File: config.mk
export PLATFORM = sky130hd
export DESIGN_NAME = mem_access_arbiter
export DESIGN_NICKNAME = d
export VERILOG_FILES = /design/src/rtl/mem_access_arbiter.sv
export SDC_FILE = /design/constraint.sdc
export NUM_CORES = 1
export LEC_CHECK = 0
export CORE_MARGIN = 8
export CORE_UTILIZATION = 31
export DETAILED_ROUTE_END_ITERATION = 16
export PLACE_DENSITY = 0.73
export SYNTH_ARGS = -nofsm -noshare
export SYNTH_HDL_FRONTEND = slang
export SYNTH_SLANG_ARGS = --single-unit
File: constraint.sdc
create_clock -name clk -period 2.7 [get_ports clk]
set_clock_uncertainty 0.2 [all_clocks]
set_input_delay 0.405 -clock clk [delete_from_list [all_inputs] [get_ports clk]]
set_output_delay 0.405 -clock clk [all_outputs]
set_load 0.05 [all_outputs]
File: src/rtl/mem_access_arbiter.sv
// Arbiter for the shared instruction/data memory: host program load phase,
// then one access per cycle among host, CPU data port and CPU fetch port.
module mem_access_arbiter #(
  parameter int unsigned AW         = 9,
  parameter int unsigned DW         = 32,
  parameter int unsigned STARVE_LIM = 3
) (
  input  logic          clk,
  input  logic          reset,
  input  logic          host_req,
  input  logic [AW-1:0] host_addr,
  input  logic [DW-1:0] host_wdata,
  input  logic          host_done,
  output logic          host_gnt,
  input  logic          ireq,
  input  logic [AW-1:0] iaddr,
  output logic          ignt,
  output logic          irvalid,
  output logic [DW-1:0] irdata,
  input  logic          dreq,
  input  logic          dwe,
  input  logic [AW-1:0] daddr,
  input  logic [DW-1:0] dwdata,
  output logic          dgnt,
  output logic          drvalid,
  output logic [DW-1:0] drdata,
  output logic          cpu_run,
  output logic          mem_we,
  output logic [AW-1:0] mem_waddr,
  output logic [DW-1:0] mem_wdata,
  output logic [AW-1:0] mem_raddr,
  input  logic [DW-1:0] mem_rdata
);

  // Starvation counter is at least 2 bits wide and can hold STARVE_LIM.
  localparam int unsigned SW_RAW = $clog2(STARVE_LIM + 1);
  localparam int unsigned SW     = (SW_RAW > 2) ? SW_RAW : 2;

  typedef enum logic {
    LOAD = 1'b0,
    RUN  = 1'b1
  } state_t;

  state_t        state, state_nxt;
  logic [SW-1:0] starve_cnt, starve_nxt;
  logic          fetch_first;
  logic          dstore, dload;
  logic          ipend, dpend;
  logic [AW-1:0] raddr_q, waddr_q;
  logic [DW-1:0] wdata_q, irdata_q, drdata_q;

  // State register, read-owner bits and hold registers for memory drive/return data.
  always_ff @(posedge clk) begin
    if (reset) begin
      state      <= LOAD;
      starve_cnt <= '0;
      ipend      <= 1'b0;
      dpend      <= 1'b0;
      raddr_q    <= '0;
      waddr_q    <= '0;
      wdata_q    <= '0;
      irdata_q   <= '0;
      drdata_q   <= '0;
    end else begin
      state      <= state_nxt;
      starve_cnt <= starve_nxt;
      ipend      <= ignt;
      dpend      <= dload;
      raddr_q    <= mem_raddr;
      waddr_q    <= mem_waddr;
      wdata_q    <= mem_wdata;
      irdata_q   <= irdata;
      drdata_q   <= drdata;
    end
  end

  // Next state, grants and starvation counter update.
  always_comb begin
    state_nxt   = state;
    starve_nxt  = starve_cnt;
    host_gnt    = 1'b0;
    ignt        = 1'b0;
    dgnt        = 1'b0;
    fetch_first = (starve_cnt == SW'(STARVE_LIM));
    if (!reset) begin
      case (state)
        LOAD: begin
          host_gnt = host_req;
          if (host_done) state_nxt = RUN;
        end
        RUN: begin
          if (host_req) begin
            host_gnt = 1'b1;
          end else if (fetch_first) begin
            if (ireq)      ignt = 1'b1;
            else if (dreq) dgnt = 1'b1;
          end else begin
            if (dreq)      dgnt = 1'b1;
            else if (ireq) ignt = 1'b1;
          end
          if (!ireq || ignt)
            starve_nxt = '0;
          else if (starve_cnt != SW'(STARVE_LIM))
            starve_nxt = starve_cnt + SW'(1);
        end
        default: state_nxt = LOAD;
      endcase
    end
  end

  // Memory drive for the granted requester; addresses hold when idle.
  always_comb begin
    dstore    = dgnt & dwe;
    dload     = dgnt & ~dwe;
    mem_we    = host_gnt | dstore;
    mem_waddr = waddr_q;
    mem_wdata = wdata_q;
    mem_raddr = raddr_q;
    if (host_gnt) begin
      mem_waddr = host_addr;
      mem_wdata = host_wdata;
    end else if (dstore) begin
      mem_waddr = daddr;
      mem_wdata = dwdata;
    end
    if (ignt)       mem_raddr = iaddr;
    else if (dload) mem_raddr = daddr;
  end

  // Read return: route mem_rdata to the owner recorded last cycle, else hold.
  always_comb begin
    irvalid = ipend;
    drvalid = dpend;
    irdata  = ipend ? mem_rdata : irdata_q;
    drdata  = dpend ? mem_rdata : drdata_q;
    cpu_run = (state == RUN);
  end

endmodule

Yosys cells after proc, flatten, opt, wreduce, memory -nomap -nowiden
Index checks and enable logic that the tools add are counted.
Widths: inputs -> output; s select.
{ "word_totals": {"ff_bits": 119, "in_bits": 130, "output_inout_bits": 121, "wordCells": 50} }
{ "op_classes": {"add_sub_neg": 1, "n_eq_ne": 2, "muxes": 29, "bitwise_logic": 5, "reduce_logical": 4} }
{ "op_table": {"columns": ["operator", "n"], "rows": [
  ["$mux 32", 4],
  ["$mux 9", 4],
  ["$mux 1", 18],
  ["$mux 2", 2],
  ["$add 2x1->2 const B", 1],
  ["$and 1x1->1", 2],
  ["$eq 2x2->1 const B", 1],
  ["$ne 2x2->1 const B", 1],
  ["$not 1->1", 2],
  ["$pmux 1 s2", 1],
  ["$reduce_and 2->1", 1],
  ["$reduce_bool 2->1", 1],
  ["$logic_not 1->1", 1],
  ["$logic_or 1x1->1", 1],
  ["$or 1x1->1", 1]
]} }

Longest topological paths before layout
Gate-level depths: netlist (run 1).
{ "logic_depth": {"word_depth": 9, "depth_mapped": 6, "ltp_nobuf": 4} }

Worst setup path before layout (run 1)
OpenSTA, ideal clock, no wires.
{ "synth_path": {"path_kind": "register to output", "startpoint": "reg state (netlist: cpu_run)", "endpoint": "out dgnt", "t_arrival_ps": 2645, "required_time_ps": 2095, "slack_ps": -550, "stages_incl_launch_ff": 4, "n_path_buf": 1, "path_cell_list": "dfxtp_1 -> nand2_1 -> clkbuf_1 -> nor4_1"} }
{ "synth_via": {"elab_chain_len": 2} }
{ "synth_rtl": {"columns": ["item", "line_no", "rtl"], "rows": [
  ["start, declared", "44", "state_t state, state_nxt;"],
  ["start signal, assigned", "65", "state <= state_nxt;"],
  ["$mux 1", "86", "case (state)"],
  ["$mux 1", "85", "if (!reset) begin"],
  ["end, declared", "24", "output logic dgnt,"]
]} }
No other way between the ends.

Worst setup path in the final report (run 1)
{ "layout_path": {"startpoint": "reg starve_cnt[0]", "endpoint": "out mem_wdata[5]"} }
{ "layout_via": {"elab_chain_len": 8} }
{ "layout_rtl": {"columns": ["item", "line_no", "rtl"], "rows": [
  ["start, declared", "45", "logic [SW-1:0] starve_cnt, starve_nxt;"],
  ["start signal, assigned", "66", "starve_cnt <= starve_nxt;"],
  ["$eq 2x2->1", "84", "fetch_first = (starve_cnt == SW'(STARVE_LIM));"],
  ["$mux 1", "94", "end else if (fetch_first) begin"],
  ["$mux 1", "92", "if (host_req) begin"],
  ["$mux 1", "86", null],
  ["$mux 1", "85", null],
  ["$and 1x1->1", "113", "dstore = dgnt & dwe;"],
  ["$mux 32", "122", "end else if (dstore) begin"],
  ["$mux 32", "119", "if (host_gnt) begin"],
  ["end, declared", "30", "output logic [DW-1:0] mem_wdata,"]
]} }
No other way between the ends.

==> flow_summary.ini, run 1 <==
[run_status]
status = finished with violations
violations = setup timing

[route]
vias = 6447
vias_per_cell = 5.422
wl_per_cell_um = 20.14
wl_um = 23950
drc_errors = 0
drt-initial-drc-count = 314
ant_nets = 0
firstDrtPassIters = 4

[grt]
grt_start_max_net_pins = 65
grt_overflow = 0
grt_first_pass_wirelength_um = 37000
grt_antenna_before_repair = 3
grt_pass1_vias = 6633
grtUsageTotal_pct = 19.66

[floorplan]
die_w_um = 153.1
rows = 50
fp.coreArea_um2 = 18580
design.die.area_um2 = 23450
die_h_um = 153.1
initial_core_util_pct = 31.38
num_io_pins = 251

[sta]
hold_violations = 0
fin_crit_ps = 2738
post-route-period-util_pct = 101.4
tightest_slew_ps = 514.8
fmax_mhz = 365.3
setup_viol = 15
rsz0062_at_grt = yes
relSlewSlack_pct = 65.57
setup_ws_ps = -37.76
slew_viol_final = 0

[synthesis]
syn-num-nets = 777
synthXorXnorAreaFrac_pct = 0
yosys.area.top_type_share_pct = 40.86
yosys-top-cells-count = 119 x dfxtp_1, 85 x nor2_1, 66 x and2_1
ys_warn_count = 0
synthMostInstantiatedCell = dfxtp_1
synth_area_leaders = dfxtp_1 41%, mux2_2 12%, a311oi_1 7.5%, and2_1 7.1%, o31ai_1 6.6%
synth_seq_cells = 119
mappedNetlistArea_um2 = 5831
seq_area_frac_synth_pct = 40.86
synth-compound-area-share_pct = 19.91
ys.flop_type = dfxtp_1
synthCells = 646
syn_avg_cell_area_um2 = 9.026
yosys.area_share.simple_pct = 20.82
synth.largest_area_cell = dfxtp_1
ys_async_sr_fraction_pct = 0
synthMuxAreaShare_pct = 12.36
synth_edf_count = 0
synth_fa_ha_area_share_pct = 0.2146
synth_top_family_by_area = simple AND/OR/NAND/NOR gates
synth_cell_type_count = 32

[pwr]
peakVddDrop_uv = 366.9
seqPwrFrac_pct = 33.5
internal_power_mw = 3.851
swShare_pct = 29.94
p_sw_mw = 1.646
combinationalPowerShare_pct = 25.9
p_per_area_nw_per_um2 = 469.3
clkPwrFrac_pct = 40.6
p_leak_nw = 4.389

[placed_design]
dp_hpwl_um = 16590
numPortBuffers = 250
place_ws_ps = -321.8
gp_congestion = 0.8067
placedCellCount = 1139

[clock_tree]
tritoncts = built
cts-hold-fix-buffers = 0
cts_made_buffers = 17
clkSinkCount = 119
cts_max_path_buffers = 2
clk_pin_slew_ps = 60
cts_max_level = 4
cts-root-buf = clkbuf_16
clock_latency_ps = 410

[final_layout]
drive_gt1_share_pct = 45.49
finalNonFillerCells = 1189
fillers = 1407
areaGrowthSynthToFinish_pct = 100.9
num-nets-final = 1073

[critical_path]
end_kind = output port
crit_buf_inv = 3
startpoint_type = register
cp_top_family = buffers and inverters
critPathArrivalTime_ps = 2130
path_cells = ha_4 > a211oi_4 > buf_6 > buf_12 > nand4_1 > a31oi_4 > buf_12
critPathKind = reg -> out
slowest_stage = dfxtp_2
critPathRequiredTime_ps = 2100
cp_max_fo = 17
crit_path_frequent_cell = buf_12
slowest_delay_ps = 340

[worst_hold_path]
worstHoldPathType = in -> reg

[job]
cap_violations = 0
-- kinds of logic (layout without fill, tap and decap cells) --
group,Yosys count,in the layout
other,0,1
adders and majority gates,1,1
and+or+nand+nor,223,225
muxes,64,64
AOI/OAI and AO/OA,156,156
buffers and inverters,83,389
DFF,119,119
-- placed cells by master, fill, tap and decap left out, types with 5 or more instances in the layout --
master	count
nand4b_1	9
buf_12	117
nor2_1	85
buf_6	21
a31oi_4	13
and2_1	64
nand4_1	41
nor4_2	6
o31ai_2	39
a31oi_2	37
o31ai_1	10
clkdlybuf4s50_1	126
dfxtp_1	116
clkbuf_16	19
a311oi_1	50
buf_4	80
mux2_2	64
inv_1	5
-- through the flow --
stage / cell area [um^2] / hold slack [ps] / util, % / setup TNS [ps] / total power [mW]
after global placement: 10500 / 268.5 / 56.53 / -10600 / 3.192
after CTS: 11360 / 202.5 / 61.14 / -267.2 / 5.499
final: 11710 / 246.9 / 63.04 / -127.6 / 5.497
after global routing: 11710 / 237.7 / 63.04 / -3755 / 5.708
after floorplan: 6217 / 253.2 / - / -86.61 / 2.511
after detailed placement: 10500 / 279.8 / 56.53 / -13420 / 3.202
-- routing by layer --
metal | share of wire (%) | track usage, % | up-vias
met4 | 3.1 | 8.671 | 4
met3 | 9.4 | 8.035 | 54
met1 | 41 | 23.03 | 3079
met5 | 0.096 | 0 | -
met2 | 46 | 31.07 | 266
li1 | - | - | 3044
-- final timing paths --
| check | startpoint | end | slack [ps] | depth (start not counted) |
|---|---|---|---|---|
| setup / recovery | starve_cnt[0] | mem_wdata[5] | -40 | 7 |
| hold / removal | reset | raddr_q[7] | 250 | 3 |
| setup reg to reg | starve_cnt[0] | raddr_q[8] | 440 | 9 |
| hold reg to reg | starve_cnt[0] | starve_cnt[0] | 300 | 2 |
-- registers in the layout, indices dropped and copies added (netlist names), 2 cells and up --
signal      flops
waddr_q         9
irdata_q       32
starve_cnt      2
raddr_q         9
drdata_q       32
wdata_q        32
-- power groups by stage --
stage               clock network [mW]  logic [mW]  registers [mW]
floorplan                            0       0.641            1.87
global placement                     0        1.32            1.87
detailed placement                   0        1.33            1.87
CTS                               2.28        1.39            1.83
global route                      2.37        1.49            1.84
finish                            2.23        1.43            1.84
-- worst register-to-register path, delay by kind of cell, from the launching register on --
| kind | cells | cell delay [ps] |
|---|---|---|
| buf+inv | 5 | 770 |
| compound gates | 2 | 510 |
| flops | 1 | 340 |
| simple gates | 1 | 170 |
| fa+ha+maj | 1 | 180 |
-- repair_timing --
action                                  in CTS  in global routing
gates cloned                                 3                  2
buffers inserted                             6                  7
endpoints found under the setup margin      52                 50
pin swaps                                   47                 32
resized for setup                           48                 45
-- layout make-up --
cell class	instances	area [um^2]	share of cell area (%)
Clock inverter	14	151.4	1.292
Inverter	7	26.28	0.2243
Tap cell	234	292.8	2.499
Sequential cell	119	2389	20.39
Multi-Input combinational cell	446	3880	33.12
Timing Repair Buffer	351	4547	38.82
Antenna cell	1	2.502	0.02136
Clock buffer	17	425.4	3.632
No activity file was read; power rests on OpenSTA's default activity.
==> run 2: changes to the inputs <==
--- a/config.mk
+++ b/config.mk
@@ -7,6 +7,7 @@
 export LEC_CHECK = 0
 export CORE_MARGIN = 8
 export CORE_UTILIZATION = 31
+export CTS_CLUSTER_SIZE = 28
 export DETAILED_ROUTE_END_ITERATION = 16
 export PLACE_DENSITY = 0.73
 export SYNTH_ARGS = -nofsm -noshare
==> results of run 2 <==
Same layout as run 1: the final DEF is identical, and so are final timing and power.
==> run 3: changes to the inputs <==
--- a/config.mk
+++ b/config.mk
@@ -6,10 +6,10 @@
 export NUM_CORES = 1
 export LEC_CHECK = 0
 export CORE_MARGIN = 8
-export CORE_UTILIZATION = 31
+export CORE_UTILIZATION = 40
 export CTS_CLUSTER_SIZE = 28
 export DETAILED_ROUTE_END_ITERATION = 16
-export PLACE_DENSITY = 0.73
+export PLACE_DENSITY = 0.87
 export SYNTH_ARGS = -nofsm -noshare
 export SYNTH_HDL_FRONTEND = slang
 export SYNTH_SLANG_ARGS = --single-unit
==> flow_summary.ini, run 3 (synthesized netlist as in run 1, its figures left out) <==
[grt]
grt_start_max_net_pins = 65
grt_overflow = 0
use_met3_pct = 9.471
gr-max-usage-layer = met2
grt_antenna_before_repair = 1
use_met2_pct = 44.89
met1_usage_pct = 29.16
grtUsageTotal_pct = 26.75
grt_first_pass_wirelength_um = 38930
grt_pass1_vias = 6936

[sta]
fmax_mhz = 353.8
setup_viol = 7
rsz0062_at_grt = yes
relSlewSlack_pct = 61.85
fin_crit_ps = 2826
hold_violations = 0
setup_ws_ps = -126.5
tns_ps = -231.9
slew_viol_final = 0
tightest_slew_ps = 572.3
post-route-period-util_pct = 104.7

[pwr]
seqPwrFrac_pct = 33.2
clkPwrFrac_pct = 40.7
internal_power_mw = 3.914
swShare_pct = 29.75
combinationalPowerShare_pct = 26.1
p_leak_nw = 4.382
p_per_area_nw_per_um2 = 475.2
peakVddDrop_uv = 439.4
p_sw_mw = 1.657

[critical_path]
r2r_slack_ps = 160
slowest_stage = o31ai_2
r2r_cells = 12
path_cells = ha_4 > and2_2 > buf_12 > o31ai_2 > a31oi_2 > buf_12
r2r_end = raddr_q[8]
critPathKind = reg -> out
crit_path_frequent_cell = buf_12
critPathArrivalTime_ps = 2220
startpoint_type = register
r2r_start = starve_cnt[0]
critPathRequiredTime_ps = 2100
end_kind = output port
cp_max_fo = 30
slowest_delay_ps = 420

[floorplan]
rows = 44
design.die.area_um2 = 18700
die_w_um = 136.7
fp.coreArea_um2 = 14370
num_io_pins = 251
initial_core_util_pct = 40.58
die_h_um = 136.7

[final_layout]
areaGrowthSynthToFinish_pct = 101.1
layout_common_cells = 126 x clkdlybuf4s50_1, 116 x dfxtp_1, 116 x buf_12, 85 x nor2_1, 81 x buf_4
finalNonFillerCells = 1134
fillers = 741
final_common_cell = clkdlybuf4s50_1
num-nets-final = 1068
fin_area_um2 = 11720
drive_gt1_share_pct = 44.99
largestRegisters = drdata_q x32, irdata_q x32, wdata_q x32

[placed_design]
numPortBuffers = 250
dp_hpwl_um = 16820
place_area_um2 = 10260
place_ws_ps = -304.0
gp_congestion = 0.8211
placedCellCount = 1070

[clock_tree]
cts-hold-fix-buffers = 0
cts_max_path_buffers = 2
clock_latency_ps = 420
tritoncts = built
cts_made_buffers = 17
cts_max_level = 4
clk_pin_slew_ps = 60
cts-root-buf = clkbuf_16
clkSinkCount = 119

[run_status]
violations = setup timing
status = finished with violations

[route]
firstDrtPassIters = 5
vias_per_cell = 6.006
wl_per_cell_um = 24.11
wl_um = 27340
drc_errors = 0
vias = 6811
ant_nets = 0
drt-initial-drc-count = 375

[worst_hold_path]
worstHoldPathType = in -> reg
hold_end = cpu_run
hold_depth = 3
hp-start = reset

[job]
cap_violations = 0
[run 3: timing repair]
action | 4_1_cts | 5_1_grt
pin swaps | 69 | 18
gates resized for setup | 74 | 32
setup endpoints to repair | 52 | 51
setup buffers | 22 | 8
gates cloned | 2 | 2
[run 3: how the worst max path moves through the flow]
stage / slack, ps / depth (start not counted) / startpoint / end
floorplan: -90 / 5 / cpu_run / mem_raddr[1]
global placement: -280 / 6 / host_req / mem_raddr[8]
detailed placement: -300 / 8 / host_req / mem_waddr[5]
CTS: -8 / 5 / cpu_run / mem_raddr[1]
global route: -180 / 6 / starve_cnt[1] / mem_wdata[14]
finish: -130 / 6 / starve_cnt[0] / mem_wdata[14]
[run 3: per-layer routing]
metal | up-vias | wire, um
met5 | - | 0
met4 | 0 | 1469
met3 | 105 | 2798
met2 | 419 | 13360
met1 | 3257 | 9716
li1 | 3030 | -
[run 3: stage by stage]
stage	util, %	hold WS [ps]	power, mW
finish	81.59	231.3	5.571
detailed placement	71.40	277.1	3.186
CTS	79.42	212.1	5.516
global route	81.59	230.5	5.733
global placement	71.40	266.7	3.165
floorplan	-	253.2	2.511
[run 3: worst max-delay path: cells and delay by family, from the launching register on]
family | cells | cell delay, ps
AOI/OAI and AO/OA | 2 | 620
adders and majority gates | 1 | 170
buffers and inverters | 2 | 410
DFF | 1 | 340
and+or+nand+nor | 1 | 240
[run 3: cell type report]
type | instances | area (um^2) | share of cell area [%]
diodes | 1 | 2.502 | 0.02134
repair buffers | 348 | 4502 | 38.40
multi-input cells | 444 | 3984 | 33.98
clock buffers | 20 | 466.7 | 3.981
inverters | 7 | 26.28 | 0.2241
well taps | 184 | 230.2 | 1.964
flip-flops and latches | 119 | 2389 | 20.37
clock inverters | 11 | 123.9 | 1.057
[run 3: power by group through the flow]
stage,clock (mW),sequential [mW],combinational (mW)
3_3_place_gp,0,1.87,1.30
3_5_place_dp,0,1.87,1.32
2_1_floorplan,0,1.87,0.641
6_report,2.27,1.85,1.45
5_1_grt,2.38,1.85,1.50
4_1_cts,2.28,1.84,1.39
